==> src/rtl/lcm_calc_if.sv <==
// Operand/result handshake bundle for lcm_calc: valid/ready on the operand side,
// valid/ready on the result side.
interface lcm_calc_if #(parameter int WIDTH = 32);
  logic                 in_valid;
  logic                 in_ready;
  logic [WIDTH-1:0]     a;
  logic [WIDTH-1:0]     b;
  logic [WIDTH-1:0]     gcd_in;
  logic                 out_valid;
  logic                 out_ready;
  logic [2*WIDTH-1:0]   lcm;
  logic                 err;

  modport master (
    output in_valid, a, b, gcd_in, out_ready,
    input  in_ready, out_valid, lcm, err
  );

  modport slave (
    input  in_valid, a, b, gcd_in, out_ready,
    output in_ready, out_valid, lcm, err
  );
endinterface

==> src/rtl/lcm_calc.sv <==
// lcm = (a/gcd_in)*b via WIDTH-cycle restoring divide then WIDTH-cycle shift-add multiply (2*WIDTH latency, zero/err shortcuts visible next cycle).
// in_ready only in IDLE; result held in DONE until out_ready, and in_ready returns the cycle after that transfer.
module lcm_calc #(
  parameter int WIDTH = 32
) (
  input  logic    clk,
  input  logic    rst,
  lcm_calc_if.slave io
);

  localparam int CW = (WIDTH > 1) ? $clog2(WIDTH) : 1;
  localparam logic [CW-1:0] CNT_LAST = CW'(WIDTH - 1);

  typedef enum logic [1:0] {IDLE, DIV, MUL, DONE} state_t;

  state_t               state_q, state_d;
  logic [CW-1:0]        cnt_q;
  logic [WIDTH-1:0]     quo_q;
  logic [WIDTH-1:0]     rem_q;
  logic [WIDTH-1:0]     dvsr_q;
  logic [2*WIDTH-1:0]   mcand_q;
  logic [2*WIDTH-1:0]   acc_q;
  logic [2*WIDTH-1:0]   lcm_q;
  logic                 err_pend_q;
  logic                 err_q;

  logic                 accept;
  logic                 zero_op;
  logic                 cnt_last;
  logic [WIDTH:0]       rem_sh;
  logic [WIDTH:0]       rem_diff;
  logic                 q_bit;
  logic [WIDTH-1:0]     rem_nx;
  logic [2*WIDTH-1:0]   acc_nx;

  assign io.in_ready  = (state_q == IDLE);
  assign io.out_valid = (state_q == DONE);
  assign io.lcm       = lcm_q;
  assign io.err       = err_q;

  assign accept   = io.in_valid && (state_q == IDLE);
  assign zero_op  = (io.a == '0) || (io.b == '0) || (io.gcd_in == '0);
  assign cnt_last = (cnt_q == CNT_LAST);

  // One restoring-division step and one shift-add step; the quotient register
  // doubles as the multiplier once division is finished.
  always_comb begin
    rem_sh   = {rem_q, quo_q[WIDTH-1]};
    rem_diff = rem_sh - {1'b0, dvsr_q};
    q_bit    = ~rem_diff[WIDTH];
    rem_nx   = q_bit ? rem_diff[WIDTH-1:0] : rem_sh[WIDTH-1:0];
    acc_nx   = acc_q + (quo_q[0] ? mcand_q : '0);
  end

  always_comb begin
    state_d = state_q;
    case (state_q)
      IDLE: if (accept)        state_d = zero_op ? DONE : DIV;
      DIV:  if (cnt_last)      state_d = MUL;
      MUL:  if (cnt_last)      state_d = DONE;
      DONE: if (io.out_ready)  state_d = IDLE;
      default:                 state_d = IDLE;
    endcase
  end

  always_ff @(posedge clk) begin
    if (rst) begin
      state_q    <= IDLE;
      cnt_q      <= '0;
      quo_q      <= '0;
      rem_q      <= '0;
      dvsr_q     <= '0;
      mcand_q    <= '0;
      acc_q      <= '0;
      lcm_q      <= '0;
      err_pend_q <= 1'b0;
      err_q      <= 1'b0;
    end else begin
      state_q <= state_d;
      case (state_q)
        IDLE: begin
          if (accept) begin
            quo_q      <= io.a;
            rem_q      <= '0;
            dvsr_q     <= io.gcd_in;
            mcand_q    <= {{WIDTH{1'b0}}, io.b};
            acc_q      <= '0;
            cnt_q      <= '0;
            err_pend_q <= 1'b0;
            if (zero_op) begin
              lcm_q <= '0;
              // both operands nonzero here means gcd_in was the zero
              err_q <= (io.a != '0) && (io.b != '0);
            end
          end
        end
        DIV: begin
          quo_q <= {quo_q[WIDTH-2:0], q_bit};
          rem_q <= rem_nx;
          cnt_q <= cnt_last ? '0 : cnt_q + CW'(1);
          if (cnt_last) err_pend_q <= (rem_nx != '0);
        end
        MUL: begin
          acc_q   <= acc_nx;
          quo_q   <= quo_q >> 1;
          mcand_q <= mcand_q << 1;
          cnt_q   <= cnt_last ? '0 : cnt_q + CW'(1);
          if (cnt_last) begin
            lcm_q <= acc_nx;
            err_q <= err_pend_q;
          end
        end
        default: ;
      endcase
    end
  end

endmodule

==> src/flat_wrapper.sv <==
// flat-port wrapper written by rule: the top's interface ports become plain ports
module lcm_calc_flat 
#(
  parameter int WIDTH = 32
)
  (clk, rst, io_in_valid, io_a, io_b, io_gcd_in, io_out_ready, io_in_ready, io_out_valid, io_lcm, io_err);
  lcm_calc_if #(.WIDTH(WIDTH)) io_i ();
  input  logic clk;
  input  logic rst;
  input wire logic [$bits(io_i.in_valid)-1:0] io_in_valid;
  input wire logic [$bits(io_i.a)-1:0] io_a;
  input wire logic [$bits(io_i.b)-1:0] io_b;
  input wire logic [$bits(io_i.gcd_in)-1:0] io_gcd_in;
  input wire logic [$bits(io_i.out_ready)-1:0] io_out_ready;
  output wire logic [$bits(io_i.in_ready)-1:0] io_in_ready;
  output wire logic [$bits(io_i.out_valid)-1:0] io_out_valid;
  output wire logic [$bits(io_i.lcm)-1:0] io_lcm;
  output wire logic [$bits(io_i.err)-1:0] io_err;
  assign io_i.in_valid = io_in_valid;
  assign io_i.a = io_a;
  assign io_i.b = io_b;
  assign io_i.gcd_in = io_gcd_in;
  assign io_i.out_ready = io_out_ready;
  assign io_in_ready = io_i.in_ready;
  assign io_out_valid = io_i.out_valid;
  assign io_lcm = io_i.lcm;
  assign io_err = io_i.err;
  lcm_calc #(.WIDTH(WIDTH)) u_core (.clk(clk), .rst(rst), .io(io_i));
endmodule
==> config.mk <==
export PLATFORM = sky130hd
export DESIGN_NAME = lcm_calc_flat
export DESIGN_NICKNAME = d
export VERILOG_FILES = /design/src/rtl/lcm_calc_if.sv /design/src/rtl/lcm_calc.sv /design/src/flat_wrapper.sv
export SDC_FILE = /design/constraint.sdc
export NUM_CORES = 1
export LEC_CHECK = 0
export BUFFER_PORTS_ARGS = -buffer_cell sky130_fd_sc_hd__buf_2
export CORE_MARGIN = 4
export CORE_UTILIZATION = 35
export CTS_CLUSTER_SIZE = 14
export DETAILED_ROUTE_END_ITERATION = 16
export GPL_TIMING_DRIVEN = 0
export PLACE_DENSITY = 0.6
export SETUP_SLACK_MARGIN = 0.05
export SLEW_MARGIN = 20
export SYNTH_ARGS = -nofsm -noshare
export SYNTH_HDL_FRONTEND = slang
export SYNTH_SLANG_ARGS = --single-unit
export TNS_END_PERCENT = 20
==> constraint.sdc <==
create_clock -name clk -period 4.1 [get_ports clk]
set_clock_uncertainty 0.15 [all_clocks]
set_input_delay 0.41 -clock clk [delete_from_list [all_inputs] [get_ports clk]]
set_output_delay 0.41 -clock clk [all_outputs]
set_load 0.01 [all_outputs]
* Yosys cells after proc, flatten, opt, wreduce, memory -nomap -nowiden
Index checks and enable logic that the tools add are counted.
** Storage, ports and cells
- Register bits after elaboration :: 297
- Input bits :: 100
- Word-level logic and storage cells :: 77
** Cells by class
- Add/subtract/negate cells :: 3
- Equality and inequality tests :: 9
- Multiplexer cells :: 30
- Bitwise gates (word level) :: 1
- Reductions and logical operators :: 24
** Operators with widths (number)
- 64-bit two-way mux :: 6
- 64-bit one-hot mux with 2 select lines :: 3
- 32-bit zero test :: 3
- 32-bit two-way mux :: 3
- 32-bit one-hot mux with 3 select lines :: 1
- 32-bit nonzero test :: 3
- 64-bit adder :: 1
- 32-bit one-hot mux with 2 select lines :: 1
- 33-bit by 32-bit subtractor with 33-bit output :: 1
- 2-bit two-way mux :: 5
- 5-bit two-way mux :: 2
- 5-bit one-hot mux with 2 select lines :: 1
- 2-bit AND reduction :: 5
- 2-bit by 1-bit != test with 1-bit output (second input constant) :: 4
- 2-bit one-hot mux with 4 select lines :: 1
- 4-bit AND reduction :: 2
- 2-bit nonzero test :: 3
- 5-bit by 1-bit adder with 5-bit output (second input constant) :: 1
- 5-bit equality test (second input constant) :: 1
- 1-bit two-way mux :: 5
- 2-bit equality test (second input constant) :: 2
- 1-bit one-hot mux with 2 select lines :: 2
- 3-bit AND reduction :: 1
- 3-bit nonzero test :: 1
- 7 further kinds :: 9

* Longest topological paths before layout
Gate-level depths: netlist of the first run.
- Depth in word-level cells :: 6
- Gate-level depth with buffers :: 16
- Gate-level depth less buffers :: 14

* Worst setup path after synthesis of the first run
No wires, ideal clock.
- Kind :: register to register
- Start :: reg u_core.quo_q[0]
- End :: reg u_core.lcm_q[50], in the netlist u_core.io.lcm[50]
- Setup time :: 0.062 ns
- Arrival :: 3.433 ns
- Data required time :: 3.888 ns
- Slack :: 0.454 ns
- Cell stages (with the launch flop) :: 17
- Buffers on the path :: 3
- Cell sequence :: dfxtp_1 -> clkbuf_1 -> clkbuf_1 -> and2_1 -> ha_1 -> buf_2 -> a21o_1 -> a21oi_1 -> o221ai_2 -> a31oi_2 -> o21ai_2 -> a2111oi_4 -> o41ai_2 -> a221oi_4 -> o31ai_1 -> or4_1 -> nand3_1
** On the way
- Cells in the longest elaborated chain, start to end :: 4
** Ends and longest elaborated chain
- from (decl) :: line lcm_calc.sv:18 : logic [WIDTH-1:0] quo_q;
- from (signal assigned) :: line lcm_calc.sv:83 : quo_q <= io.a;
- from (signal assigned) :: line lcm_calc.sv:98 : quo_q <= {quo_q[WIDTH-2:0], q_bit};
- from (signal assigned) :: line lcm_calc.sv:105 : quo_q <= quo_q >> 1;
- 64-bit two-way mux :: line lcm_calc.sv:52 : acc_nx = acc_q + (quo_q[0] ? mcand_q : '0);
- 64-bit adder :: line lcm_calc.sv:52
- 64-bit two-way mux :: line lcm_calc.sv:108 : if (cnt_last) begin
- 64-bit one-hot mux with 2 select lines :: line lcm_calc.sv:80 : case (state_q)
- to (signal assigned) :: line lcm_calc.sv:109 : lcm_q <= acc_nx;
- to (decl) :: line lcm_calc.sv:23 : logic [2*WIDTH-1:0] lcm_q;
Every way passes these cells. The select of a mux whose other input is x is not followed.
A chain may end at the register's enable or synchronous reset.

* Worst setup path after layout of the first run
Ends and elaborated chain as after synthesis.

==> flow_summary.toml, run 1 <==
[status]
status = "completed"

[global_route]
antenna_found_initial = 3
grt_util_met3_pct = 4.379
use_met1_pct = 29.18
grt_pass1_vias = 18540
use_met2_pct = 38.78
grt_max_degree = 13
overflow = 0
busiest_layer = "met2"
grt_pass1_wl_um = 103400
grt_use_total_pct = 23.00

[cts]
cts_tree = "yes"
numCtsBuffers = 36
cts_sinks = 297
htree_num_levels = 2
cts_root_buf = "clkbuf_16"
clk_pin_slew_ns = 0.07
clk-insertion-delay-late_ns = 0.57
clk_path_buf_depth = 3

[floorplanning]
core.rowCount = 83
die_w_um = 237.0
initial_utilization_pct = 35.55
dieArea_sq_um = 56160
design.core.area_sq_um = 51610
die_y_um = 237.0
pin_count = 167

[critical_path]
path_class = "reg -> reg"
ff2ff_path_depth = 15
start_kind = "register"
critPathMaxFanout = 7
critical_path_arrival_ns = 4.42
crit_path_start = "u_core.quo_q[0]"
rrSetupSlack_ns = 0.05
r2r-start = "u_core.quo_q[0]"
endpoint_kind = "register"
cp.required_ns = 4.47
reg2reg_to = "u_core.io.lcm[50]"

[power_and_ir_drop]
peakVddDrop_mv = 0.3903
sequentialPowerShare_pct = 24.5
p_sw_mw = 7.163
p_leak_nw = 8.974
p_comb_share_pct = 54.6
power_density_nw_per_um2 = 687.2
total_power_mw = 15.09
p_int_mw = 7.923
swShare_pct = 47.48
p_clk_share_pct = 20.9

[detailed_routing]
drt_iter0_drc = 1656
ant_nets = 0
first_pass_iters = 6
vias = 18910
via_per_inst = 5.585
drc = 0
routedWlPerCell_um = 20.04
drt-total-wl_um = 67860

[logic_synthesis]
synth_top_cell_by_area = "dfxtp_1"
synthesis.area_sq_um = 18350
syn_inst = 2439
synthDominantCellAreaShare_pct = 32.40
yosys_warnings = 0
syn_area_per_cell_sq_um = 7.524
async_flop_share_pct = 0
synth_cell_type_count = 81
yosysSeqAreaShare_pct = 32.40
syn-num-nets = 2643
dominantRegCellSynth = "dfxtp_1"
synth-seq-cells = 297
synth_edf_count = 0
yosys-top-cells-area = "dfxtp_1 (32%), a21oi_1 (8.3%), ha_1 (7.0%)"

[cells_and_area]
final_common_cell = "dfxtp_1"
final_nets = 2884
drive_gt1_share_pct = 12.20
area_growth_pct = 19.63
final_cell_mix = "dfxtp_1 (296), a21oi_1 (295), nand2_1 (292)"

[place]
dp_hpwl_um = 51730
gp_congestion = 0.9588
io_buffers = 166

[sta]
timing.final.crit_period_ns = 4.052
finalCritPeriodShare_pct = 98.84
setup_viol = 0
maxSlewViolCount = 0
relSlewSlack_pct = 27.09
hold_viol_final = 0
fin_setup_tns_ns = 0
rsz0062_at_grt = "true"
clock.fmax_mhz = 246.8
worst_slew_pin_slew_ns = 1.094

[worst_hold_path]
hp-start = "io_gcd_in[14]"
min_path_cells = 3
holdPathEnd = "u_core.dvsr_q[14]"
holdCritPathClass = "in -> reg"

[flow_run]
drv_cap = 0
-- layer usage --
metal  vias to the layer above  wire, um
met5                         -         0
met4                         0      2694
met3                       140      4367
met2                       610     31450
met1                      8973     29350
li1                       9188         -
-- area by class of cell --
cell class | instances | area [sq um]
fillers | 5316 | 29660
multi-input cells | 1898 | 11830
flip-flops and latches | 297 | 5947
repair buffers | 213 | 1261
clock buffers | 47 | 1013
well taps | 680 | 850.8
plain buffers | 164 | 670.6
inverters | 70 | 262.8
clock inverters | 15 | 112.6
diodes | 2 | 5.005
-- registers in the layout (all words and copies together), names as in the netlist --
signal	cells
u_core.rem_q	32
u_core.state_q	2
u_core.io.lcm	64
u_core.acc_q	64
u_core.quo_q	32
u_core.io.err	1
u_core.mcand_q	64
u_core.cnt_q	5
u_core.dvsr_q	32
u_core.err_pend_q	1
-- stage by stage --
| step | instances | utilization (%) | cell area [sq um] | setup WS [ns] | hold WS (ns) |
|---|---|---|---|---|---|
| floorplan | 2439 | - | 18350 | 0.4544 | 0.2821 |
| global placement | 3285 | 38.81 | 20030 | -0.8217 | 0.2922 |
| detailed placement | 3285 | 38.82 | 20040 | -0.8220 | 0.2941 |
| CTS | 3384 | 42.12 | 21740 | 0.05409 | 0.009417 |
| global route | 3385 | 42.53 | 21950 | -0.09901 | 0.02249 |
| finish | 3386 | 42.53 | 21950 | 0.04753 | 0.03254 |
-- kinds of logic (layout without fill, tap and decap cells) --
group / Yosys count / count (layout) / share of synthesized area [%]
compound gates: 714 / 714 / 25.08
xor+xnor: 74 / 74 / 3.532
fa+ha+maj: 104 / 104 / 7.173
buf+inv: 244 / 509 / 5.087
flops: 297 / 297 / 32.40
mux: 47 / 47 / 2.577
other cells: 0 / 2 / 0
simple gates: 959 / 959 / 24.15
-- how the worst max path moves through the flow --
stage                                   end  slack [ns]
after global placement    u_core.io.lcm[57]       -0.82
after CTS                 u_core.io.lcm[45]        0.05
final                     u_core.io.lcm[50]        0.05
after floorplan           u_core.io.lcm[50]        0.45
after global routing      u_core.io.lcm[45]        -0.1
after detailed placement  u_core.io.lcm[50]       -0.82
-- critical path, cell delays in order (launching register included) --
cell and delay (ns):
dfxtp_2 0.33, clkbuf_8 0.18, and2_1 0.16, ha_1 0.20, fa_2 0.36, a21o_1 0.18
a21oi_2 0.20, o21ai_2 0.12, a31oi_4 0.22, o21ai_4 0.12, a2111oi_4 0.49, o41ai_4 0.18
a221oi_4 0.37, o31ai_4 0.11, or4_1 0.51, nand3_1 0.10
-- power groups by stage --
stage | clock (mW) | sequential (mW) | combinational [mW]
6_report | 3.15 | 3.70 | 8.23
5_1_grt | 3.33 | 3.74 | 8.95
4_1_cts | 3.23 | 3.69 | 8.06
3_5_place_dp | 0 | 3.74 | 7.92
3_3_place_gp | 0 | 3.73 | 7.82
2_1_floorplan | 0 | 3.61 | 5.69
-- synthesized netlist by cell type (all sizes together), types with 12 or more instances --
cell and n:
a21oi 309, dfxtp 297, nand2 292, nor2 287, clkbuf 144, nand3 108
ha 102, a211oi 75, and2 75, inv 69, o21ai 69, a21o 63
a22oi 62, nor4 50, xnor2 48, mux2i 45, nand4 31, buf 30
nor3 26, xor2 26, o21bai 24, and3 16, nand2b 16, nor2b 15
o21a 15, a31oi 13, or3 12
-- timing repair --
item | CTS | global route
buffers inserted | 6 | 10
hold buffers | 31 | 0
resized for setup | 41 | 43
pin swaps | 13 | 16
endpoints found under the hold margin | 31 | 0
setup endpoints to repair | 85 | 92
No activity file was read; power rests on OpenSTA's default activity.
==> inputs of run 2 (changes only) <==
- CELL_PAD_IN_SITES_DETAIL_PLACEMENT: unset -> 1
- CELL_PAD_IN_SITES_GLOBAL_PLACEMENT: unset -> 1
- PLACE_DENSITY: 0.6 -> 0.74
==> flow_summary.toml, run 2 (synthesis results as in run 1) <==
[power_and_ir_drop]
p_sw_mw = 7.375
p_clk_share_pct = 22.7
power_density_nw_per_um2 = 711.6
peakVddDrop_mv = 0.4101
p_leak_nw = 9.046
sequentialPowerShare_pct = 23.6
total_power_mw = 15.73
p_int_mw = 8.356
swShare_pct = 46.88
p_comb_share_pct = 53.7

[floorplanning]
pin_count = 167
initial_utilization_pct = 35.55
die_y_um = 237.0
core.rowCount = 83
die_w_um = 237.0
design.core.area_sq_um = 51610
dieArea_sq_um = 56160

[detailed_routing]
via_per_inst = 5.722
ant_nets = 0
routedWlPerCell_um = 21.84
first_pass_iters = 7
drc = 0
vias = 19400
drt_iter0_drc = 1474
drt-total-wl_um = 74070

[cells_and_area]
final_cell_mix = "a21oi_1 (299), dfxtp_1 (296), nand2_1 (292)"
fin_util_pct = 42.83
final_nets = 2887
num_antenna_cells = 0
drive_gt1_share_pct = 12.43
final_area_sq_um = 22110
final_common_cell = "a21oi_1"
area_growth_pct = 20.46

[global_route]
grt_max_degree = 13
grt_pass1_wl_um = 113800
overflow = 0
antenna_found_initial = 2
grt_pass1_vias = 20390
grt_use_total_pct = 25.15

[critical_path]
critical_path_arrival_ns = 4.43
path_class = "reg -> reg"
critPathMaxFanout = 5
start_kind = "register"
cp_slowest_cell = "or4_1"
crit_chain = "clkbuf_16, and2_4, ha_4, fa_2, a21o_1, a21oi_2, o21ai_2, a31oi_4, o21ai_4, a2111oi_4, o41ai_4, a221oi_4, o31ai_4, or4_1, nand3_1"
endpoint_kind = "register"
cp.required_ns = 4.46
max_stage_delay_ns = 0.50

[sta]
relSlewSlack_pct = 25.70
hold_viol_final = 0
setup_viol = 0
rsz0062_at_grt = "true"
finalCritPeriodShare_pct = 99.24
maxSlewViolCount = 0
timing.final.crit_period_ns = 4.069
hold_ws_ns = 0.02238
clock.fmax_mhz = 245.8
worst_slew_pin_slew_ns = 1.115

[cts]
clk-insertion-delay-late_ns = 0.57
cts_root_buf = "clkbuf_16"
htree_num_levels = 2
cts_tree = "yes"
clk_path_buf_depth = 3
numCtsBuffers = 38
clk_pin_slew_ns = 0.06
cts_sinks = 297

[place]
io_buffers = 166
dp_hpwl_um = 56070
gp_congestion = 0.9262
dpl_cell_area_sq_um = 20040

[status]
status = "completed"

[worst_hold_path]
holdCritPathClass = "in -> reg"

[flow_run]
drv_cap = 0
-- run 2: cell count changes in the layout (fill, tap and decap cells not counted), moves of 3 or more --
cell	change
clkbuf_16	+5
a21oi_1	+4
clkinv_2	-3
clkbuf_2	+4
bufinv_16	+3
a21oi_2	-4
-- run 2: area by class of cell --
type	count	area, sq um
Timing Repair Buffer	213	1267
Fill cell	6355	29510
Tap cell	680	850.8
Clock buffer	54	1145
Clock inverter	14	180.2
Buffer	165	683.2
Inverter	70	262.8
Sequential cell	297	5949
Multi-Input combinational cell	1898	11770
-- run 2: worst max-delay path, delay by kind of cell, from the launching register on --
family | cells | cell delay (ns)
AO/OA/AOI/OAI | 9 | 2.03
AND/OR/NAND/NOR | 3 | 0.76
adder cells (fa/ha/maj) | 2 | 0.53
flip-flops | 1 | 0.35
buffers and inverters | 1 | 0.18
-- run 2: final timing paths --
check                                   startpoint                  to  slack (ns)  cells past startpoint
worst max-delay path               u_core.quo_q[0]   u_core.io.lcm[50]        0.03                     15
worst max register to register     u_core.quo_q[0]   u_core.io.lcm[50]        0.03                     15
worst min register to register  u_core.mcand_q[63]  u_core.mcand_q[63]        0.31                      2
worst min-delay path                       io_b[0]   u_core.mcand_q[0]        0.02                      3
-- run 2: repair_timing --
action	in CTS	in global routing
endpoints found under the setup margin	89	73
gates resized for setup	35	52
pin swaps	10	21
setup buffers	7	6
hold endpoints to repair	32	0
hold buffers	32	0
gates cloned	0	1
-- run 2: metal layers --
metal  track usage (%)  part of all wire [%]
met5                 0                     0
met4             9.289                   3.8
met3             3.110                   5.0
met2             44.55                    49
met1             31.23                    42
-- run 2: power by group through the flow --
stage	clock (mW)	combinational (mW)	sequential [mW]
final	3.58	8.44	3.71
after detailed placement	0	8.11	3.75
after global routing	3.77	9.19	3.76
after floorplan	0	5.69	3.61
after global placement	0	7.91	3.73
after CTS	3.65	8.22	3.69
-- run 2: through the flow --
step           std cells  TNS [ns]  setup WS [ns]
6_report            3391         0        0.03110
5_1_grt             3391   -0.1695       -0.07131
4_1_cts             3389         0        0.03017
3_5_place_dp        3286    -37.14         -1.029
3_3_place_gp        3285    -40.21        -0.9483
2_1_floorplan       2439         0         0.4544
